## config.mk

```make
export PLATFORM = sky130hd
export DESIGN_NAME = gray_conv_arbiter
export DESIGN_NICKNAME = d
export VERILOG_FILES = /design/src/rtl/gray_conv_arbiter.sv
export SDC_FILE = /design/constraint.sdc
export NUM_CORES = 1
export LEC_CHECK = 0
export CORE_MARGIN = 2
export CORE_UTILIZATION = 35
export CTS_BUF_LIST = sky130_fd_sc_hd__clkbuf_8
export CTS_CLUSTER_SIZE = 28
export DETAILED_ROUTE_END_ITERATION = 8
export HOLD_SLACK_MARGIN = 0.15
export MAX_ROUTING_LAYER = met4
export PLACE_DENSITY = 0.7
export SKIP_CTS_REPAIR_TIMING = 1
export SYNTH_ARGS = -nofsm -noshare
export SYNTH_HDL_FRONTEND = slang
export SYNTH_SLANG_ARGS = --single-unit
```

## constraint.sdc

```tcl
create_clock -name clk -period 2.65 [get_ports clk]
set_input_delay 0.53 -clock clk [delete_from_list [all_inputs] [get_ports clk]]
set_output_delay 0.53 -clock clk [all_outputs]
set_load 0.02 [all_outputs]
```

## src/rtl/gray_conv_arbiter.sv

```systemverilog
// gray_conv_arbiter
//   One registered binary<->Gray converter shared by NREQ requesters.
//   A round-robin arbiter picks one valid requester per cycle. The converted
//   code lands in a single-entry output stage tagged with requester id and mode.
// Ports
//   clk        rising-edge clock
//   rst        synchronous reset, active-high
//   req_valid  per-requester request valid            [NREQ]
//   req_data   requester i at [i*WIDTH +: WIDTH]       [NREQ*WIDTH]
//   req_mode   per-requester 0 = bin->Gray, 1 = Gray->bin
//   req_ready  one-hot grant (combinational)           [NREQ]
//   out_valid  output stage holds a result
//   out_ready  consumer accepts the result
//   out_data   converted code                          [WIDTH]
//   out_id     requester that produced out_data        [IDW]
//   out_mode   mode used for out_data
module gray_conv_arbiter #(
  parameter int WIDTH = 4,
  parameter int NREQ  = 4,
  parameter int IDW   = 2
) (
  input  logic                  clk,
  input  logic                  rst,
  input  logic [NREQ-1:0]       req_valid,
  input  logic [NREQ*WIDTH-1:0] req_data,
  input  logic [NREQ-1:0]       req_mode,
  output logic [NREQ-1:0]       req_ready,
  output logic                  out_valid,
  input  logic                  out_ready,
  output logic [WIDTH-1:0]      out_data,
  output logic [IDW-1:0]        out_id,
  output logic                  out_mode
);

  typedef enum logic {EMPTY = 1'b0, FULL = 1'b1} state_t;

  localparam logic [IDW:0]   NREQ_W   = (IDW+1)'(NREQ);
  localparam logic [IDW-1:0] LAST_IDX = IDW'(NREQ - 1);

  state_t           state_reg, state_next;
  logic [IDW-1:0]   ptr_reg, ptr_next;
  logic [WIDTH-1:0] data_reg, data_next;
  logic [IDW-1:0]   id_reg, id_next;
  logic             mode_reg, mode_next;

  logic [WIDTH-1:0] req_word [NREQ];
  logic [IDW-1:0]   scan_idx [NREQ];
  logic [NREQ-1:0]  scan_valid;
  logic             grant_found;
  logic [IDW-1:0]   grant_idx;
  logic             grant_valid;
  logic             can_accept;
  logic [WIDTH-1:0] sel_data;
  logic             sel_mode;
  logic [WIDTH-1:0] conv_data;

  function automatic logic [WIDTH-1:0] bin2gray(input logic [WIDTH-1:0] b);
    return b ^ (b >> 1);
  endfunction

  function automatic logic [WIDTH-1:0] gray2bin(input logic [WIDTH-1:0] g);
    logic [WIDTH-1:0] b;
    b[WIDTH-1] = g[WIDTH-1];
    for (int i = WIDTH - 2; i >= 0; i--) begin
      b[i] = b[i+1] ^ g[i];
    end
    return b;
  endfunction

  // Slot gi of the scan looks at requester (ptr + gi) mod NREQ, so slot 0
  // always holds the highest-priority requester for this cycle.
  genvar gi;
  generate
    for (gi = 0; gi < NREQ; gi++) begin : g_req
      localparam logic [IDW:0]   OFFSET = (IDW+1)'(gi);
      localparam logic [IDW-1:0] SELF   = IDW'(gi);
      logic [IDW:0] sum;
      logic [IDW:0] wrapped;

      assign req_word[gi]   = req_data[gi*WIDTH +: WIDTH];
      assign sum            = {1'b0, ptr_reg} + OFFSET;
      assign wrapped        = (sum >= NREQ_W) ? (sum - NREQ_W) : sum;
      assign scan_idx[gi]   = wrapped[IDW-1:0];
      assign scan_valid[gi] = req_valid[scan_idx[gi]];
      assign req_ready[gi]  = grant_valid && (grant_idx == SELF);
    end
  endgenerate

  // Lowest scan slot with a valid request wins.
  always_comb begin
    grant_found = 1'b0;
    grant_idx   = '0;
    for (int k = NREQ - 1; k >= 0; k--) begin
      if (scan_valid[k]) begin
        grant_found = 1'b1;
        grant_idx   = scan_idx[k];
      end
    end
  end

  // FULL only frees up when the consumer pops in the same cycle. Grants are
  // masked during reset so req_ready reads zero for the whole reset window.
  assign can_accept  = (state_reg == EMPTY) || out_ready;
  assign grant_valid = grant_found && can_accept && !rst;

  assign sel_data  = req_word[grant_idx];
  assign sel_mode  = req_mode[grant_idx];
  assign conv_data = sel_mode ? gray2bin(sel_data) : bin2gray(sel_data);

  always_comb begin
    state_next = state_reg;
    ptr_next   = ptr_reg;
    data_next  = data_reg;
    id_next    = id_reg;
    mode_next  = mode_reg;
    if (grant_valid) begin
      // Covers both the EMPTY fill and the FULL pop+push replacement.
      data_next  = conv_data;
      id_next    = grant_idx;
      mode_next  = sel_mode;
      state_next = FULL;
      ptr_next   = (grant_idx == LAST_IDX) ? '0 : grant_idx + IDW'(1);
    end else if (state_reg == FULL && out_ready) begin
      // Pop with nothing to replace it: data/id/mode keep their last values.
      state_next = EMPTY;
    end
  end

  always_ff @(posedge clk) begin
    if (rst) begin
      state_reg <= EMPTY;
      ptr_reg   <= '0;
      data_reg  <= '0;
      id_reg    <= '0;
      mode_reg  <= 1'b0;
    end else begin
      state_reg <= state_next;
      ptr_reg   <= ptr_next;
      data_reg  <= data_next;
      id_reg    <= id_next;
      mode_reg  <= mode_next;
    end
  end

  assign out_valid = (state_reg == FULL);
  assign out_data  = data_reg;
  assign out_id    = id_reg;
  assign out_mode  = mode_reg;

endmodule

```

==> out/summary.txt <==
Status: complete, no violations
Min Tclk post-route: 2390 ps
Switching fraction of total power: 32.3%
Detailed-placement wirelength estimate: 1.47 mm
Global routing usage on met2: 29.4%
Largest net degree at the start of global routing: 16
I/O Buffers: 38
Worst-path maximum fanout: 6
Largest stage delay, worst path: 390 ps
Master of the slowest instance on the critical path: or4_1
Commonest non-fill, non-tap cell in the layout: clkdlybuf4s50_1
Main area contributors after synthesis: dfxtp_1 26%, mux2i_1 16%, nand3b_1 6.9%
Vias post-DR: 802
Total wirelength of the detailed-routed design: 1.97 mm
Mean post-synth cell area: 8.96 um^2
Reported leakage power: 0.000632 uW
Fraction of final layout cells with drive strength greater than 1: 23.4%
Launching element type of the critical path: input pin
Largest delay contributor family on the critical path: simple AND/OR/NAND/NOR gates
Number of different library cells in the post-synthesis netlist: 26
Residual overflow from global routing: 0
Gate count of the mapped netlist: 85
1st-iter DRT viols: 9
Layer with the highest usage after global routing: met2
Clk sink count: 10
Final design area excluding fillers: 1350 um^2
Required time of the worst setup path: 2830 ps
Area growth from synthesis to layout: 77.0%
Effective utilization at floorplan: 38.1%
Number of warnings printed during yosys synthesis: 0
Critical Path End Type: flip-flop
Post-CTS clock slew at the launch and capture registers of the worst setup and hold paths: 50 ps
Crit path buffers/inverters: 3
Upper clock frequency limit: 0.419 GHz
Met3 Track Usage GR: 2.68%
Clk_lat worst skew: 230 ps
Commonest cells after routing, fill and taps aside: 30 x clkdlybuf4s50_1, 18 x buf_4, 12 x mux2i_1, 10 x dfxtp_1, 7 x nand3b_1
Final hold viol count: 0
Fraction of the cycle the final worst path needs: 90.0%
Sw Pwr: 267 uW
Clock H-tree levels: 1
Pin slew with the least headroom to its limit: 482 ps
Number of placed cells counting well taps: 161
Peak VDD IR: 339 uV
Non-filler instance count after layout: 168
CTS tree: done
Cell area reported after detailed placement: 1260 um^2
Remaining routing DRC violations: 0
Unrepaired setup endpoints after global routing: false
Classification of the worst-slack hold path: flip-flop to flip-flop
Cell area power density: 614 nW/um^2
Avg Vias per Cell: 4.77
Clock root buffer: clkbuf_8
Fraction of synthesized cell area taken by the top area cell type: 26.3%
Vias in the first global route: 763
Core region area: 2000 um^2
Routed Antenna Nets: 0
Top-level port count: 39
Share of total power in sequential cells: 24.7%
Clock Path Buffers: 2
Critical path class: input pin to flip-flop
Net total in the final layout: 173
Die boundary width: 50.7 um
Post-synth net total: 116
Total CTS buffers: 3
Largest area contributor in the netlist: dfxtp_1
Initial DRT Pass Iterations: 4
Number of antenna violations at the first check in global routing: 0
Final antenna diode count: 0
Count of final setup violators: 0
Post-synthesis instance area: 762 um^2
List of cells traversed by the critical path: dlymetal6s2s_1 > mux2i_1 > nor2_1 > a311oi_4 > buf_6 > buf_4 > mux2i_1 > mux2_2 > xnor2_1 > or4_1 > nand3_1
Setup clock skew after layout: 6.36 ps
Power share of the combinational group: 52.2%
GRT met1 Usage: 17.9%
Weighted congestion reported at the end of routability-driven placement: 0.737
Synthesis-stage register bit count: 10
Wire length of the first global-routing pass: 3.08 mm
Clock network fraction of design power: 23.1%
Aggregate negative setup slack: 0 ps
Arrival time at the worst endpoint: 2560 ps
Die extent in y: 50.7 um
Die Outline Area: 2570 um^2
Standard-cell row count: 16
Max_cap viols: 0
Overall Global Routing Usage: 16.4%
Max FFs per register: 4
Cell occurring most often along the worst timing path: mux2i_1
Tot Pwr: 828 uW
Rel. slew slack: 67.6%
Internal Dissipation: 560 uW
Fraction of the yosys area taken by sequential cells: 26.3%
Routed wirelength normalized by instance count: 11.7 um
Final slew viol count: 0
==> path summary, 6_finish.rpt <==
| check | from | end | slack (ps) | cells past startpoint |
|---|---|---|---|---|
| min | out_id[0]$_SDFFE_PP0P_ | out_id[0]$_SDFFE_PP0P_ | 460 | 2 |
| min reg2reg | out_id[0]$_SDFFE_PP0P_ | out_id[0]$_SDFFE_PP0P_ | 460 | 2 |
| max | req_valid[0] | out_data[0]$_SDFFE_PP0P_ | 260 | 11 |
| max reg2reg | ptr_reg[1]$_SDFFE_PP0P_ | out_data[0]$_SDFFE_PP0P_ | 280 | 10 |
==> routing by layer <==
| layer | part of all wire [%] | routed length (um) |
|---|---|---|
| met5 | 0 | 0 |
| met4 | 1.1 | 22 |
| met3 | 5.1 | 100 |
| met2 | 53 | 1030 |
| met1 | 41 | 809 |
==> through the flow <==
step | util, % | hold WS, ps | worst slack (ps)
final | 67.4 | 460 | 264
after global routing | 67.4 | 496 | 139
after CTS | 65.8 | 464 | -493
after detailed placement | 63.0 | 458 | -488
after global placement | 63.0 | 447 | -434
after floorplan | - | 481 | 307
==> power by group through the flow <==
stage	Clock [uW]	Sequential (uW)	Combinational, uW
6_report	191	204	432
2_1_floorplan	0	239	188
4_1_cts	195	204	423
3_3_place_gp	0	205	412
3_5_place_dp	0	206	417
5_1_grt	204	206	470
==> cell usage after synthesis <==
library cell,number
dfxtp_1,10
buf_6,2
xnor2_1,3
a311oi_4,1
nor3_1,2
mux2_2,4
a21oi_1,5
or3_2,1
nand2_1,4
and2_1,4
clkbuf_2,1
or4_1,1
mux2i_1,12
o21ai_0,6
o211ai_1,1
nand3b_1,7
ha_1,4
nand2b_1,1
inv_1,4
o2bb2a_1,1
clkbuf_1,2
nor2_1,4
nor2b_1,2
nand3_1,1
nor4_1,1
xor2_1,1
==> tightest hold or removal path: cells and delay by family (launching register included) <==
| kind | cells | cell delay [ps] |
|---|---|---|
| simple gates | 1 | 50 |
| compound gates | 1 | 50 |
| flops | 1 | 310 |
==> cells by family (layout without fill, tap and decap cells) <==
| group | Yosys count | in the layout | share of synthesized area [%] |
|---|---|---|---|
| xor+xnor | 4 | 4 | 4.60 |
| flops | 10 | 10 | 26.3 |
| mux | 16 | 16 | 21.7 |
| fa+ha+maj | 4 | 4 | 6.57 |
| buf+inv | 9 | 65 | 6.57 |
| simple gates | 28 | 28 | 21.3 |
| compound gates | 14 | 14 | 13.0 |
==> area by class of cell <==
type                       count  area [um^2]
multi-input combinational     66          513
tap                           27         33.8
fill                         172          653
sequential                    10          200
timing repair buffer          57          532
clock buffer                   4         55.1
inverter                       4         15.0
No activity file was read; power rests on OpenSTA's default activity.
==> patch 1, RTL diff (config.mk and constraints unchanged) <==
Set the parameter `WIDTH` to 6 (it was 4).
--- a/src/rtl/gray_conv_arbiter.sv
+++ b/src/rtl/gray_conv_arbiter.sv
@@ -15,7 +15,7 @@
 //   out_id     requester that produced out_data        [IDW]
 //   out_mode   mode used for out_data
 module gray_conv_arbiter #(
-  parameter int WIDTH = 4,
+  parameter int WIDTH = 6,
   parameter int NREQ  = 4,
   parameter int IDW   = 2
 ) (
Ports: changed (resized out_data and req_data); port bits go from 39 to 49. The function was not compared with the original's and may differ.
==> patch 1 against the unedited design <==
The flow now finishes with violations (design-rule violations); sequential cell count up 2; power is 67% higher; register-to-register slack worse by 0.18 ns; largest power group unchanged; setup slack got worse by 0.17 ns; synthesized area is 39% higher; design area up 48%; final cell count is 41% higher; synthesized cell count rose by 49%; critical path depth stayed put; wire length increased by 77%.
==> patch 1: results (changes against the unedited design) <==
## Clock network
• number of H-tree branching levels: 1, unchanged
• insertion delay of the later-clocked pin in the worst-skew pair: 0.25 ns, +0.02 ns
• Reg clk slew, reported paths: 0.06 ns
• root buf cell: sky130_fd_sc_hd__clkbuf_8
• number of buffers added by the clock tree synthesis step: 3, unchanged
• worst-case clock buffer depth: 2, unchanged

## Global route
• GRT Total Usage: 0.212, +0.0484
• number of antenna violations at the first check in global routing: 0, unchanged
• global-route wire length before repair: 5540 um, +80%
• number of global-route vias before repair: 1243, +63%
• maximum number of pins on one net before global-route repair: 18, +2

## Synth
• Post-synth top cells: 12 x sky130_fd_sc_hd__dfxtp_1, 10 x sky130_fd_sc_hd__nand2_1, 10 x sky130_fd_sc_hd__nand3b_1, 10 x sky130_fd_sc_hd__o21ai_0, 9 x sky130_fd_sc_hd__nand3_1
• Unique masters post-synth: 41, +58%
• sequential area share after synthesis: 0.227, -0.0352
• cell types with the largest area share after synthesis: sky130_fd_sc_hd__dfxtp_1 23%, sky130_fd_sc_hd__nand3b_1 7.1%, sky130_fd_sc_hd__ha_1 4.7%
• Net Count, Synth: 166, +43%

## Setup path
• Crit-path slowest cell: sky130_fd_sc_hd__or4b_4
• reg2reg setup slack: 0.1 ns, -0.18 ns
• maximum single-stage delay on the critical path: 0.56 ns, +0.17 ns
• reg-to-reg critical path startpoint: ptr_reg[0]
• critical register-to-register path endpoint: out_data[1]
• worst-path fanout max: 7, +1

## Layout
• flip-flop count of the largest register, all copies and words added: 6, +2
• Filler Cells Inserted: 211, +23%
• share of layout cells above drive strength 1: 0.350, +0.115
• layout net count: 246, +42%

## Timing
• worst slew pin tran: 0.500 ns, +0.0184 ns
• tightest hold margin: 0.493 ns, +0.0330 ns
• worst clock skew: 0.00257 ns, -0.00378 ns

## Drt
• number of DRC markers after the initial detailed-route iteration: 39, +30
• drt pass-1 iters: 6, +2
• vias: 1284, +60%
• DR DRC count: 2, +2
• final wirelength: 3480 um, +77%

## Placed design
• worst setup timing slack at the placement stage: -0.670 ns, -0.182 ns
• count of port buffers added during placement: 48, +26%
• final weighted congestion of routability-driven global placement: 0.804, +9.2%
• post-DP HPWL: 2630 um, +78%
• Area after DPL: 0.00179 mm2, +42%

## Outcome
• violated checks: design-rule violations
• status: finished, violations left

## Pwr
• Peak VDD IR: 0.416 mV, +23%
• switching share of power: 0.379, +0.0559
• leakage component of the power: 0.000904 uW, +43%

## Worst hold path
• Worst Hold Launch: out_data[4]
• worst hold endpoint: out_data[4]
• count of cells along the worst hold path: 2, unchanged
• worst hold-check path type: flip-flop to flip-flop

==> patch 1: cell types whose count changed after synthesis, moves of 3 or more <==
cell                       change
sky130_fd_sc_hd__nand3_1       +8
sky130_fd_sc_hd__nand3b_1      +3
sky130_fd_sc_hd__mux2i_1       -7
sky130_fd_sc_hd__o21ai_0       +4
sky130_fd_sc_hd__mux2_2        -3
sky130_fd_sc_hd__nor2b_1       +4
sky130_fd_sc_hd__nor4_1        +3
sky130_fd_sc_hd__xor2_1        +3
sky130_fd_sc_hd__inv_1         -4
sky130_fd_sc_hd__nand2_1       +6
==> patch 1: how the worst max path moves through the flow <==
stage                   end  slack, ns    startpoint
4_1_cts        req_ready[0]      -0.68  req_valid[3]
6_report        out_data[1]        0.1  req_valid[1]
3_3_place_gp   req_ready[2]      -0.64  req_valid[3]
3_5_place_dp   req_ready[0]      -0.67  req_valid[3]
2_1_floorplan   out_data[0]     0.0005  req_valid[2]
5_1_grt         out_data[1]      0.004    ptr_reg[0]
==> patch 1: layer usage <==
metal	vias to the layer above	track usage	wire length, um
met1	614	0.246	1400
met2	39	0.370	1870
met3	8	0.0352	157
met4	0	0.0714	54
met5	-	-	0
li1	623	-	-
==> patch 1: logic make-up (layout without fill, tap and decap cells) <==
group,Yosys count,after routing,synth area share
AOI/OAI and AO/OA,26,26,0.182
DFF,12,12,0.227
buffers and inverters,9,88,0.0533
adders and majority gates,4,4,0.0474
and+or+nand+nor,61,61,0.342
xor gates and xnor gates,9,9,0.0889
muxes,6,6,0.0581
==> patch 1: final cells by class <==
type                    count  area (um2)  area share
inverters                   2        7.51     0.00375
well taps                  31        38.8      0.0194
repair buffers             82         741       0.370
multi-input cells         106         920       0.459
flip-flops and latches     12         240       0.120
clock buffers               4        55.1      0.0275
==> patch 1: metrics by stage <==
step                instances   util
floorplan                 127      -
global placement          229  0.638
detailed placement        229  0.638
CTS                       233  0.658
global route              237  0.714
finish                    237  0.714
==> patch 1: critical path, delay by kind of cell <==
family / cells / cell delay (ns)
compound gates: 1 / 0.13
xor+xnor: 2 / 0.32
buf+inv: 3 / 0.45
simple gates: 5 / 1.33
==> patch 1: power groups by stage <==
| stage | Sequential (uW) | Combinational [uW] | Clock (uW) |
|---|---|---|---|
| after global placement | 264 | 808 | 0 |
| after floorplan | 315 | 456 | 0 |
| after detailed placement | 267 | 819 | 0 |
| final | 266 | 904 | 210 |
| after CTS | 264 | 823 | 209 |
| after global routing | 273 | 978 | 216 |
==> patch 2, RTL diff (same flow settings) <==
Without the edit above. Register the input `req_mode` before use, without a reset. The logic sees it one clock later. The other inputs are not delayed to match.
--- a/src/rtl/gray_conv_arbiter.sv
+++ b/src/rtl/gray_conv_arbiter.sv
@@ -36,6 +36,12 @@
 
   localparam logic [IDW:0]   NREQ_W   = (IDW+1)'(NREQ);
   localparam logic [IDW-1:0] LAST_IDX = IDW'(NREQ - 1);
+
+  logic [NREQ-1:0] req_mode_q;
+
+  always_ff @(posedge clk) begin
+    req_mode_q <= req_mode;
+  end
 
   state_t           state_reg, state_next;
   logic [IDW-1:0]   ptr_reg, ptr_next;
@@ -104,7 +110,7 @@
   assign grant_valid = grant_found && can_accept && !rst;
 
   assign sel_data  = req_word[grant_idx];
-  assign sel_mode  = req_mode[grant_idx];
+  assign sel_mode  = req_mode_q[grant_idx];
   assign conv_data = sel_mode ? gray2bin(sel_data) : bin2gray(sel_data);
 
   always_comb begin
Check against the original RTL: not equivalent (a bounded check fails within 4 cycles, from zero or initial values and one cycle with rst high).
==> patch 2 against the unedited design <==
Maximum frequency fell by 8.1%; design area rose by 7.1%; power rose by 18%; utilization fell by 2.1 points; sequential cell count rose by 4; setup slack got worse by 0.21 ns; register-to-register slack improved by 0.10 ns; wire length rose by 0.76%; synthesized cell count rose by 3.5%; synthesized area rose by 7.7%; global-route usage rose by 1.0 points; critical path type is now input port to primary output; largest cell class is now multi-input combinational cells; largest power group unchanged.
==> patch 2: results (changes against the unedited design) <==
## Outcome
• status: completed

## Setup path
• Crit-path slowest cell: sky130_fd_sc_hd__clkdlybuf4s50_1
• worst-path fanout max: 3, -3
• largest delay contributor family on the critical path: buffers and inverters
• Worst Path Arrival: 2.07 ns, -0.49 ns
• cell count of the worst reg-to-reg path: 10, unchanged
• maximum single-stage delay on the critical path: 0.47 ns, +0.08 ns

## Drt
• Wirelength per Cell: 11.5 um, -1.6%
• drt pass-1 iters: 1, -3
• number of DRC markers after the initial detailed-route iteration: 0, -9
• detailed-route vias per instance: 4.89, +2.4%

## Worst hold path
• count of cells along the worst hold path: 2, unchanged
• worst hold-check path type: flip-flop to flip-flop

## Pwr
• leakage component of the power: 0.000671 uW, +6.2%
• internal power component: 665 uW, +19%
• Peak VDD IR: 0.432 mV, +27%

## Clock network
• number of buffers added by the clock tree synthesis step: 3, unchanged
• root buf cell: sky130_fd_sc_hd__clkbuf_8
• insertion delay of the later-clocked pin in the worst-skew pair: 0.25 ns, +0.02 ns
• worst-case clock buffer depth: 2, unchanged
• Reg clk slew, reported paths: 0.06 ns
• number of H-tree branching levels: 1, unchanged

## Synth
• Post-synth ARST share: 0, unchanged
• count of yosys warnings during synthesis: 0, unchanged
• Unique masters post-synth: 27, +3.8%
• sequential area share after synthesis: 0.341, +0.0787
• cell types with the largest area share after synthesis: sky130_fd_sc_hd__dfxtp_1 34%, sky130_fd_sc_hd__mux2i_1 15%, sky130_fd_sc_hd__nand3b_1 7.3%
• main flop type after synthesis: sky130_fd_sc_hd__dfxtp_1
• Post-synth top cells: 14 x sky130_fd_sc_hd__dfxtp_1, 12 x sky130_fd_sc_hd__mux2i_1, 8 x sky130_fd_sc_hd__nand3b_1
• Net Count, Synth: 119, +2.6%

## Layout
• diode insertion count for antenna repair: 0, unchanged
• layout net count: 176, +1.7%
• FF+latch area: 280 um2, +40%
• share of layout cells above drive strength 1: 0.236, +0.00207
• Filler Cells Inserted: 194, +13%

## Placed design
• Area after DPL: 0.00133 mm2, +5.8%
• worst setup timing slack at the placement stage: -0.419 ns, +0.0689 ns
• post-DP HPWL: 1550 um, +5.2%
• final weighted congestion of routability-driven global placement: 0.764, +3.7%
• count of port buffers added during placement: 38, unchanged

## Global route
• number of antenna violations at the first check in global routing: 0, unchanged
• GRT Total Usage: 0.174, +0.0100
• global-route wire length before repair: 3450 um, +12%
• maximum number of pins on one net before global-route repair: 17, +1
• number of global-route vias before repair: 865, +13%

## Timing
• worst clock skew: 0.00421 ns, -0.00214 ns
• worst slew pin tran: 0.402 ns, -0.0798 ns

==> patch 2: cell count changes after synthesis, moves of 2 or more <==
| cell | unedited run | this run |
|---|---|---|
| sky130_fd_sc_hd__a21oi_1 | 5 | 3 |
| sky130_fd_sc_hd__nand2_1 | 4 | 2 |
| sky130_fd_sc_hd__mux2_2 | 4 | 1 |
| sky130_fd_sc_hd__mux2_4 | 0 | 2 |
| sky130_fd_sc_hd__dfxtp_1 | 10 | 14 |
| sky130_fd_sc_hd__o22ai_1 | 0 | 2 |
==> patch 2: power groups by stage <==
stage	Combinational [uW]	Clock (uW)	Sequential (uW)
global placement	454	0	282
finish	488	209	280
floorplan	209	0	317
global route	530	229	285
CTS	469	215	278
detailed placement	465	0	283
==> patch 2: area by class of cell <==
class	count	share of cell area
Tap cell	28	0.0243
Sequential cell	14	0.194
Inverter	5	0.0130
Clock buffer	4	0.0381
Multi-Input combinational cell	65	0.366
Timing Repair Buffer	56	0.365
==> patch 2: through the flow <==
stage          instances  power, uW
2_1_floorplan         88        527
3_3_place_gp         166        736
3_5_place_dp         166        748
4_1_cts              170        962
5_1_grt              172       1040
6_report             172        977
==> patch 2: logic make-up after synthesis <==
group | count (synthesis) | synth area share
AOI/OAI and AO/OA | 15 | 0.111
xor gates and xnor gates | 4 | 0.0427
and+or+nand+nor | 27 | 0.197
adders and majority gates | 4 | 0.0610
muxes | 15 | 0.197
DFF | 14 | 0.341
buffers and inverters | 9 | 0.0503
==> patch 2: worst paths after layout <==
path | from | slack, ns | end
worst max-delay path | req_valid[2] | 0.05 | req_ready[2]
worst min-delay path | out_data[0] | 0.49 | out_data[0]
worst max register to register | ptr_reg[0] | 0.38 | out_data[0]
worst min register to register | out_data[0] | 0.49 | out_data[0]
==> patch 2: worst min-delay path: stages (launching register included) <==
cell                       delay (ns)
sky130_fd_sc_hd__dfxtp_1         0.31
sky130_fd_sc_hd__nand3b_1        0.08
sky130_fd_sc_hd__nand3_1         0.05
==> patch 2: routing by layer <==
layer	vias up	track usage	routed length (um)
met5	-	-	0
met1	388	0.170	751
met4	0	0.0128	0
li1	424	-	-
met3	0	0.0657	149
met2	29	0.335	1080
